**src/rtl/layer_addr_pkg.sv**
```systemverilog
// Shared types and default widths for the layer address sequencer.
package layer_addr_pkg;

  localparam int ADDR_W_DEFAULT = 8;
  localparam int CNT_W_DEFAULT  = 8;

  typedef enum logic [1:0] {
    IDLE = 2'd0,
    RUN  = 2'd1,
    DONE = 2'd2
  } state_t;

endpackage

```
**src/rtl/layer_address_sequencer_if.sv**
```systemverilog
// Configuration, address handshake and status bundle of the layer address sequencer.
interface layer_address_sequencer_if
  import layer_addr_pkg::*;
#(
  parameter int ADDR_W = ADDR_W_DEFAULT,
  parameter int CNT_W  = CNT_W_DEFAULT
);

  logic              start;
  logic [CNT_W-1:0]  Nk;
  logic [CNT_W-1:0]  Nn;
  logic              bias_en;
  logic [ADDR_W-1:0] read_weight_base_addr;
  logic [ADDR_W-1:0] read_neuro_base_addr;
  logic [ADDR_W-1:0] write_neuro_base_addr;

  logic              addr_ready;
  logic              addr_valid;
  logic [ADDR_W-1:0] weight_read_addr;
  logic [ADDR_W-1:0] neuro_read_addr;
  logic              bias_beat;
  logic              neuron_finished;
  logic [ADDR_W-1:0] neuro_write_addr;
  logic              busy;
  logic              finished;

  modport master (
    output start, Nk, Nn, bias_en,
    output read_weight_base_addr, read_neuro_base_addr, write_neuro_base_addr,
    output addr_ready,
    input  addr_valid, weight_read_addr, neuro_read_addr, bias_beat,
    input  neuron_finished, neuro_write_addr, busy, finished
  );

  modport slave (
    input  start, Nk, Nn, bias_en,
    input  read_weight_base_addr, read_neuro_base_addr, write_neuro_base_addr,
    input  addr_ready,
    output addr_valid, weight_read_addr, neuro_read_addr, bias_beat,
    output neuron_finished, neuro_write_addr, busy, finished
  );

endinterface

```
**src/rtl/loop_counter.sv**
```systemverilog
// Purpose: enabled up-counter wrapping to zero after limit-1, with a last-value flag.
// Latency: count updates on the edge after en; last is a combinational decode of count.
// Backpressure: none of its own; the parent gates en with its handshake.
module loop_counter #(
  parameter int W = 9
) (
  input  logic         clk,
  input  logic         reset,
  input  logic         clr,
  input  logic         en,
  input  logic [W-1:0] limit,
  output logic [W-1:0] count,
  output logic         last
);

  assign last = (count == (limit - W'(1)));

  // clr wins over en so a new pass always starts from zero
  always_ff @(posedge clk) begin
    if (!reset) begin
      count <= '0;
    end else if (clr) begin
      count <= '0;
    end else if (en) begin
      count <= last ? '0 : count + W'(1);
    end
  end

endmodule

```
**src/rtl/layer_address_sequencer.sv**
```systemverilog
// Purpose: walks weight/input-neuron read addresses and output-neuron write addresses for one layer.
// Latency: first beat in the cycle after start is sampled; finished one cycle after the last beat.
// Backpressure: addr_ready=0 freezes every output and all internal state.
module layer_address_sequencer
  import layer_addr_pkg::*;
#(
  parameter int ADDR_W = ADDR_W_DEFAULT,
  parameter int CNT_W  = CNT_W_DEFAULT
) (
  input  logic                     clk,
  input  logic                     reset,
  layer_address_sequencer_if.slave bus
);

  // One extra bit so Nk + bias_en = 2^CNT_W still fits
  localparam int CW = CNT_W + 1;

  state_t            state;
  logic [CW-1:0]     nk_q;
  logic [CW-1:0]     beats_q;
  logic [CW-1:0]     nn_q;
  logic              bias_q;
  logic [ADDR_W-1:0] rbase_q;
  logic [ADDR_W-1:0] w_addr;
  logic [ADDR_W-1:0] r_addr;
  logic [ADDR_W-1:0] wr_addr;

  logic [CW-1:0]     nk_in;
  logic [CW-1:0]     nn_in;
  logic [CW-1:0]     beats_in;
  logic              load;
  logic              accept;
  logic [CW-1:0]     beat_cnt;
  logic [CW-1:0]     neuron_cnt;
  logic              beat_last;
  logic              neuron_last;

  assign nk_in    = {1'b0, bus.Nk};
  assign nn_in    = {1'b0, bus.Nn};
  assign beats_in = nk_in + CW'(bus.bias_en);
  assign load     = (state == IDLE) && bus.start;
  assign accept   = (state == RUN) && bus.addr_ready;

  loop_counter #(.W(CW)) u_beat_cnt (
    .clk   (clk),
    .reset (reset),
    .clr   (load),
    .en    (accept),
    .limit (beats_q),
    .count (beat_cnt),
    .last  (beat_last)
  );

  loop_counter #(.W(CW)) u_neuron_cnt (
    .clk   (clk),
    .reset (reset),
    .clr   (load),
    .en    (accept && beat_last),
    .limit (nn_q),
    .count (neuron_cnt),
    .last  (neuron_last)
  );

  always_ff @(posedge clk) begin
    if (!reset) begin
      state   <= IDLE;
      nk_q    <= '0;
      beats_q <= '0;
      nn_q    <= '0;
      bias_q  <= 1'b0;
      rbase_q <= '0;
      w_addr  <= '0;
      r_addr  <= '0;
      wr_addr <= '0;
    end else begin
      case (state)
        IDLE: begin
          if (bus.start) begin
            nk_q    <= nk_in;
            beats_q <= beats_in;
            nn_q    <= nn_in;
            bias_q  <= bus.bias_en;
            rbase_q <= bus.read_neuro_base_addr;
            w_addr  <= bus.read_weight_base_addr;
            r_addr  <= bus.read_neuro_base_addr;
            wr_addr <= bus.write_neuro_base_addr;
            state   <= ((bus.Nk == '0) || (bus.Nn == '0)) ? DONE : RUN;
          end
        end
        RUN: begin
          if (bus.addr_ready) begin
            // Weights are laid out densely, so the weight pointer simply runs on
            w_addr <= w_addr + ADDR_W'(1);
            if (beat_last) begin
              r_addr <= rbase_q;
              if (neuron_last) begin
                state <= DONE;
              end else begin
                wr_addr <= wr_addr + ADDR_W'(1);
              end
            end else begin
              r_addr <= r_addr + ADDR_W'(1);
            end
          end
        end
        DONE: begin
          state <= IDLE;
        end
        default: begin
          state <= IDLE;
        end
      endcase
    end
  end

  assign bus.addr_valid       = (state == RUN);
  assign bus.busy             = (state != IDLE);
  assign bus.finished         = (state == DONE);
  assign bus.weight_read_addr = w_addr;
  assign bus.neuro_read_addr  = r_addr;
  assign bus.neuro_write_addr = wr_addr;
  assign bus.bias_beat        = (state == RUN) && bias_q && (beat_cnt == nk_q);
  assign bus.neuron_finished  = (state == RUN) && beat_last;

endmodule

```
**src/flat_wrapper.sv**
```systemverilog
// flat-port wrapper written by rule: the top's interface ports become plain ports
module layer_address_sequencer_flat import layer_addr_pkg::*;
#(
  parameter int ADDR_W = ADDR_W_DEFAULT,
  parameter int CNT_W  = CNT_W_DEFAULT
)
  (clk, reset, bus_start, bus_Nk, bus_Nn, bus_bias_en, bus_read_weight_base_addr, bus_read_neuro_base_addr, bus_write_neuro_base_addr, bus_addr_ready, bus_addr_valid, bus_weight_read_addr, bus_neuro_read_addr, bus_bias_beat, bus_neuron_finished, bus_neuro_write_addr, bus_busy, bus_finished);
  layer_address_sequencer_if #(.ADDR_W(ADDR_W), .CNT_W(CNT_W)) bus_i ();
  input  logic clk;
  input  logic reset;
  input wire logic [$bits(bus_i.start)-1:0] bus_start;
  input wire logic [$bits(bus_i.Nk)-1:0] bus_Nk;
  input wire logic [$bits(bus_i.Nn)-1:0] bus_Nn;
  input wire logic [$bits(bus_i.bias_en)-1:0] bus_bias_en;
  input wire logic [$bits(bus_i.read_weight_base_addr)-1:0] bus_read_weight_base_addr;
  input wire logic [$bits(bus_i.read_neuro_base_addr)-1:0] bus_read_neuro_base_addr;
  input wire logic [$bits(bus_i.write_neuro_base_addr)-1:0] bus_write_neuro_base_addr;
  input wire logic [$bits(bus_i.addr_ready)-1:0] bus_addr_ready;
  output wire logic [$bits(bus_i.addr_valid)-1:0] bus_addr_valid;
  output wire logic [$bits(bus_i.weight_read_addr)-1:0] bus_weight_read_addr;
  output wire logic [$bits(bus_i.neuro_read_addr)-1:0] bus_neuro_read_addr;
  output wire logic [$bits(bus_i.bias_beat)-1:0] bus_bias_beat;
  output wire logic [$bits(bus_i.neuron_finished)-1:0] bus_neuron_finished;
  output wire logic [$bits(bus_i.neuro_write_addr)-1:0] bus_neuro_write_addr;
  output wire logic [$bits(bus_i.busy)-1:0] bus_busy;
  output wire logic [$bits(bus_i.finished)-1:0] bus_finished;
  assign bus_i.start = bus_start;
  assign bus_i.Nk = bus_Nk;
  assign bus_i.Nn = bus_Nn;
  assign bus_i.bias_en = bus_bias_en;
  assign bus_i.read_weight_base_addr = bus_read_weight_base_addr;
  assign bus_i.read_neuro_base_addr = bus_read_neuro_base_addr;
  assign bus_i.write_neuro_base_addr = bus_write_neuro_base_addr;
  assign bus_i.addr_ready = bus_addr_ready;
  assign bus_addr_valid = bus_i.addr_valid;
  assign bus_weight_read_addr = bus_i.weight_read_addr;
  assign bus_neuro_read_addr = bus_i.neuro_read_addr;
  assign bus_bias_beat = bus_i.bias_beat;
  assign bus_neuron_finished = bus_i.neuron_finished;
  assign bus_neuro_write_addr = bus_i.neuro_write_addr;
  assign bus_busy = bus_i.busy;
  assign bus_finished = bus_i.finished;
  layer_address_sequencer #(.ADDR_W(ADDR_W), .CNT_W(CNT_W)) u_core (.clk(clk), .reset(reset), .bus(bus_i));
endmodule
```
**config.mk**
```make
export PLATFORM = sky130hd
export DESIGN_NAME = layer_address_sequencer_flat
export DESIGN_NICKNAME = d
export VERILOG_FILES = /design/src/rtl/layer_addr_pkg.sv /design/src/rtl/layer_address_sequencer_if.sv /design/src/rtl/loop_counter.sv /design/src/rtl/layer_address_sequencer.sv /design/src/flat_wrapper.sv
export SDC_FILE = /design/constraint.sdc
export NUM_CORES = 1
export LEC_CHECK = 0
export BUFFER_PORTS_ARGS = -buffer_cell sky130_fd_sc_hd__buf_4
export CORE_ASPECT_RATIO = 0.9
export CORE_MARGIN = 4
export CORE_UTILIZATION = 50
export CTS_CLUSTER_DIAMETER = 100
export DETAILED_ROUTE_END_ITERATION = 10
export GPL_TIMING_DRIVEN = 0
export PLACE_DENSITY_LB_ADDON = 0.3
export SYNTH_ARGS = -nofsm -noshare
export SYNTH_HDL_FRONTEND = slang
export SYNTH_SLANG_ARGS = --single-unit
```
**constraint.sdc**
```tcl
create_clock -name clk -period 2.84 [get_ports clk]
set_input_delay 0.142 -clock clk [delete_from_list [all_inputs] [get_ports clk]]
set_output_delay 0.142 -clock clk [all_outputs]
set_load 0.01 [all_outputs]
```
# Word level (Yosys, flattened, before mapping)
# Cells that the tools add are included.
# W data, S select, Z words.
# op_classes
n_addsub,8
n_eq_ne,10
mux,20
bitwise,1
n_reduce_logical,17
# ops
operator,count
$mux W8,9
$pmux W8 S2,3
$add A8 B1 Y8 const B,3
$add A9 B1 Y9 const B,2
$eq A9 B9 Y1,2
$mux W9,2
$logic_not A8 Y1,2
$mux W2,5
$add A8 B1 Y9,1
$eq A9 B8 Y1,1
$sub A8 B1 Y9 const B,1
$sub A9 B1 Y9 const B,1
$logic_and A1 B1 Y1,6
$ne A2 B2 Y1 const B,3
$reduce_and A5 Y1,1
$ne A2 B1 Y1 const B,2
$pmux W2 S2,1
$reduce_and A4 Y1,1
$reduce_bool A2 Y1,2
$reduce_and A3 Y1,1
$eq A2 B1 Y1 const B,1
$eq A2 B2 Y1 const B,1
$logic_not A2 Y1,1
$reduce_and A2 Y1,1
3 further kinds,3
# word_totals
regBits,78
in_bits,45

# Logic depth before layout (Yosys ltp)
# logic_depth
ltp_word,6
depth_mapped,14

# Modules after synthesis
# Synthesis repeated with hierarchy kept, for this count alone.
# unflattened
hier_cells,578
hier_area_um2,4739.5
# modules_own_cells
mod,n_inst,cells_per_inst,area_each_um2
layer_address_sequencer,1,392,3163.0
loop_counter (u_core.u_beat_cnt),1,100,887.1
loop_counter (u_core.u_neuron_cnt),1,86,689.4

# Least setup slack after synthesis
# Ideal clock, no wire load.
# synth_timing
path_type,flip-flop to flip-flop
from,register u_core.beats_q[0]
to,register u_core.u_neuron_cnt.count[7]
arrival_time_ps,2391
path_slack_ps,380
path_stages_with_launch,12
n_path_buf,3
path_cell_list,dfxtp_1 buf_6 inv_1 ha_1 buf_2 xnor2_1 a2111oi_2 and4_1 buf_6 nand3_4 or4_4 a21oi_2
# synth_between
elab_chain_cells,3
# synth_rtl
item,line_no,text
"start, declared",layer_address_sequencer.sv:20,logic [CW-1:0] beats_q;
"start signal, assigned",layer_address_sequencer.sv:80,beats_q <= beats_in;
$sub A9 B1 Y9,loop_counter.sv:16,assign last = (count == (limit - W'(1)));
$eq A9 B9 Y1,loop_counter.sv:16,
$logic_and A1 B1 Y1,layer_address_sequencer.sv:58,".en (accept && beat_last),"
"end signal, assigned",loop_counter.sv:25,count <= last ? '0 : count + W'(1);
"end, declared",loop_counter.sv:12,"output logic [W-1:0] count,"
# Every way passes these cells.
# A chain may end at the register's enable or synchronous reset.

# Final worst setup path
# layout_timing
from,register u_core.beats_q[0]
to,register u_core.u_neuron_cnt.count[2]
# The elaborated chain is that of the path after synthesis.

==> flow_summary.json <==
{
  "finalHoldViolCount": 0,
  "status": "finished, final reports clean",
  "dr.first_iter.drc_count": 288,
  "n_fill_cell": 795,
  "yosys.area.top_type": "dfxtp_1",
  "track_usage": 0.2416,
  "ys_ff_latch": 78,
  "layout_common_cells": "116 x nand2_1, 77 x dfxtp_1, 73 x buf_4",
  "areaGrowthSynthToFinish_pct": 20.64,
  "syn_avg_cell_area_um2": 7.742,
  "vias_per_cell": 5.731,
  "synth_cell_types": 63,
  "num_io_pins": 74,
  "crit_path_max_fanout": 10,
  "async_flop_share": 0,
  "drtAntennaViolNets": 0,
  "drc_errors": 0,
  "worstHoldPathType": "in -> reg",
  "firstDrtPassIters": 5,
  "wl_per_cell_um": 16.16,
  "antenna_found_initial": 0,
  "finalPower_mw": 2.691,
  "tightest_slew_ps": 633.3,
  "synth-edff-count": 0,
  "syn_area_um2": 4583,
  "cts_inserted_buffers": 9,
  "grt_max_degree": 15,
  "min_period_ps": 2730,
  "cp.required_ps": 3080,
  "dieArea_um2": 10760,
  "tritoncts": "built",
  "num_rows": 32,
  "die-height_um": 98.83,
  "dp_worst_setup_slack_ps": 151.5,
  "maxSlewViolCount": 0,
  "clockBufferDepth": 2,
  "critical_path_class": "reg -> reg",
  "netlist_instances": 592,
  "synth_mux_area_frac": 0.004368,
  "finalWeightedCongestion": 0.8891,
  "yosysWarnings": 0,
  "fin_crit_sh": 0.9612,
  "synth_fa_ha_area_frac": 0.02457,
  "synth_top_cell_area_share": 0.3407,
  "final_cells": 799,
  "die_w_um": 108.9,
  "synth_top_family_by_area": "simple AND/OR/NAND/NOR gates",
  "place_area_um2": 5273,
  "synth_compound_area_frac": 0.2067,
  "place_inst": 783,
  "clk_latency_ps": 360,
  "drt_wl_total_mm": 12.91,
  "core_area_um2": 8768,
  "cp_slowest_cell": "a2111oi_2",
  "antenna_cells": 0,
  "htreeDepth": 3,
  "layout-drive-gt1-share": 0.1779,
  "slowest_delay_ps": 380,
  "cts_hold_buffers": 0,
  "final_common_cell": "nand2_1",
  "fin_nets": 729,
  "ys_top_cells_by_area": "dfxtp_1 34%, nand2_1 9.6%, xnor2_1 5.9%",
  "path_cells": "buf_6 -> inv_1 -> ha_1 -> buf_2 -> xnor2_1 -> a2111oi_2 -> and4_1 -> buf_6 -> nand3_4 -> buf_6 -> clkbuf_4 -> o21ai_0 -> a21oi_1",
  "setup_viol": 0,
  "synth_nets": 646,
  "worst_slack_ps": 110.1,
  "synth-xor-area-share": 0.08763,
  "grt_overflow": 0,
  "finalClockSkew_ps": 13.25,
  "path_clk_slew_ps": 90,
  "port_buffers": 72,
  "clockRootBuffer": "clkbuf_8",
  "start_kind": "flip-flop",
  "cts_sinks": 78,
  "rsz0062_at_grt": "yes",
  "vias": 4579,
  "relSlewSlack": 0.5778,
  "critPathMostFrequentCell": "buf_6",
  "p_leak_nw": 2.176,
  "maxCapViolations": 0,
  "max_freq_mhz": 366.3,
  "design_area_um2": 5529,
  "vdd_drop_max_mv": 0.2569,
  "synthFlopType": "dfxtp_1",
  "synth-simple-area-share": 0.2823,
  "grt_pass1_vias": 4404,
  "crit_path_end_kind": "flip-flop",
  "ys_seq_area_frac": 0.3407,
  "p_per_area_nw_per_um2": 486.7,
  "place_hpwl_mm": 9.565,
  "cp.arrival_ps": 2970,
  "grt_pass1_wl_mm": 20.98,
  "initial_utilization": 0.5227
}
[path summary, 6_finish.rpt]
path	start	endpoint	slack, ps	depth (start not counted)
worst max register to register	u_core.beats_q[0]	u_core.u_neuron_cnt.count[2]	110	13
worst min register to register	u_core.rbase_q[2]	u_core.rbase_q[2]	480	2
worst max-delay path	u_core.beats_q[0]	u_core.u_neuron_cnt.count[2]	110	13
worst min-delay path	bus_read_neuro_base_addr[2]	u_core.rbase_q[2]	40	3
[metal layers]
metal / wire length, um / track usage
met5: 0 / 0
met4: 186 / 0.08058
met3: 776 / 0.05632
met2: 6059 / 0.3867
met1: 5889 / 0.3196
[what timing repair did]
| action | in CTS | in global routing |
|---|---|---|
| hold endpoints to repair | 0 | 0 |
| setup buffers | 0 | 0 |
| gates resized for setup | 0 | 7 |
| setup endpoints to repair | 0 | 12 |
[cell usage after synthesis (all sizes together) (7+ instances only)]
master,number
a21boi,30
inv,12
nand4,8
xnor2,32
buf,16
xor2,13
and3,7
clkbuf,26
nor3,17
and2,8
dfxtp,78
ha,9
o22ai,8
o211a,7
nand3,34
nor2,39
a21oi,26
nand2,118
o21ai,26
[metrics by stage]
step | hold slack (ps) | util | TNS [ps]
final | 35.26 | 0.6306 | 0
after global routing | 23.38 | 0.6306 | -1.972
after CTS | 28.81 | 0.6277 | 0
after detailed placement | 423.9 | 0.6013 | 0
after global placement | 415.8 | 0.6013 | 0
after floorplan | 286.9 | - | 0
[report_power, final]
part | total [mW] | switching [mW] | internal (mW)
Clock | 0.965 | 0.440 | 0.525
Sequential | 1.22 | 0.0667 | 1.15
Combinational | 0.507 | 0.283 | 0.224
[logic make-up (layout without fill, tap and decap cells)]
logic type      count (synthesis)  count (layout)
compound gates                137             137
simple gates                  267             267
mux                             2               2
flops                          78              78
buf+inv                        54             142
xor+xnor                       45              45
fa+ha+maj                       9               9
[state kept, by name, indices dropped and copies added (netlist names)]
signal and flops:
u_core.beats_q 9, u_core.u_beat_cnt.count 9, u_core.u_neuron_cnt.count 9, u_core.bus.neuro_read_addr 8, u_core.bus.neuro_write_addr 8, u_core.bus.weight_read_addr 8
u_core.nk_q 8, u_core.nn_q 8, u_core.rbase_q 8, u_core.state 2, u_core.bias_q 1
[layout make-up]
type / instances / area, um2 / share of cell area
clock buffers: 10 / 137.6 / 0.02489
multi-input cells: 460 / 2796 / 0.5058
clock inverters: 6 / 93.84 / 0.01697
inverters: 12 / 45.04 / 0.008147
plain buffers: 42 / 203.9 / 0.03689
flip-flops and latches: 78 / 1563 / 0.2826
well taps: 119 / 148.9 / 0.02693
repair buffers: 72 / 540.5 / 0.09776
[critical path: cells and delay by family, from the launching register on]
family | cells | cell delay, ps
AO/OA/AOI/OAI | 3 | 690
XOR/XNOR | 1 | 180
adder cells (fa/ha/maj) | 1 | 170
buffers and inverters | 6 | 850
flip-flops | 1 | 330
AND/OR/NAND/NOR | 2 | 380
No activity file was read; power rests on OpenSTA's default activity.
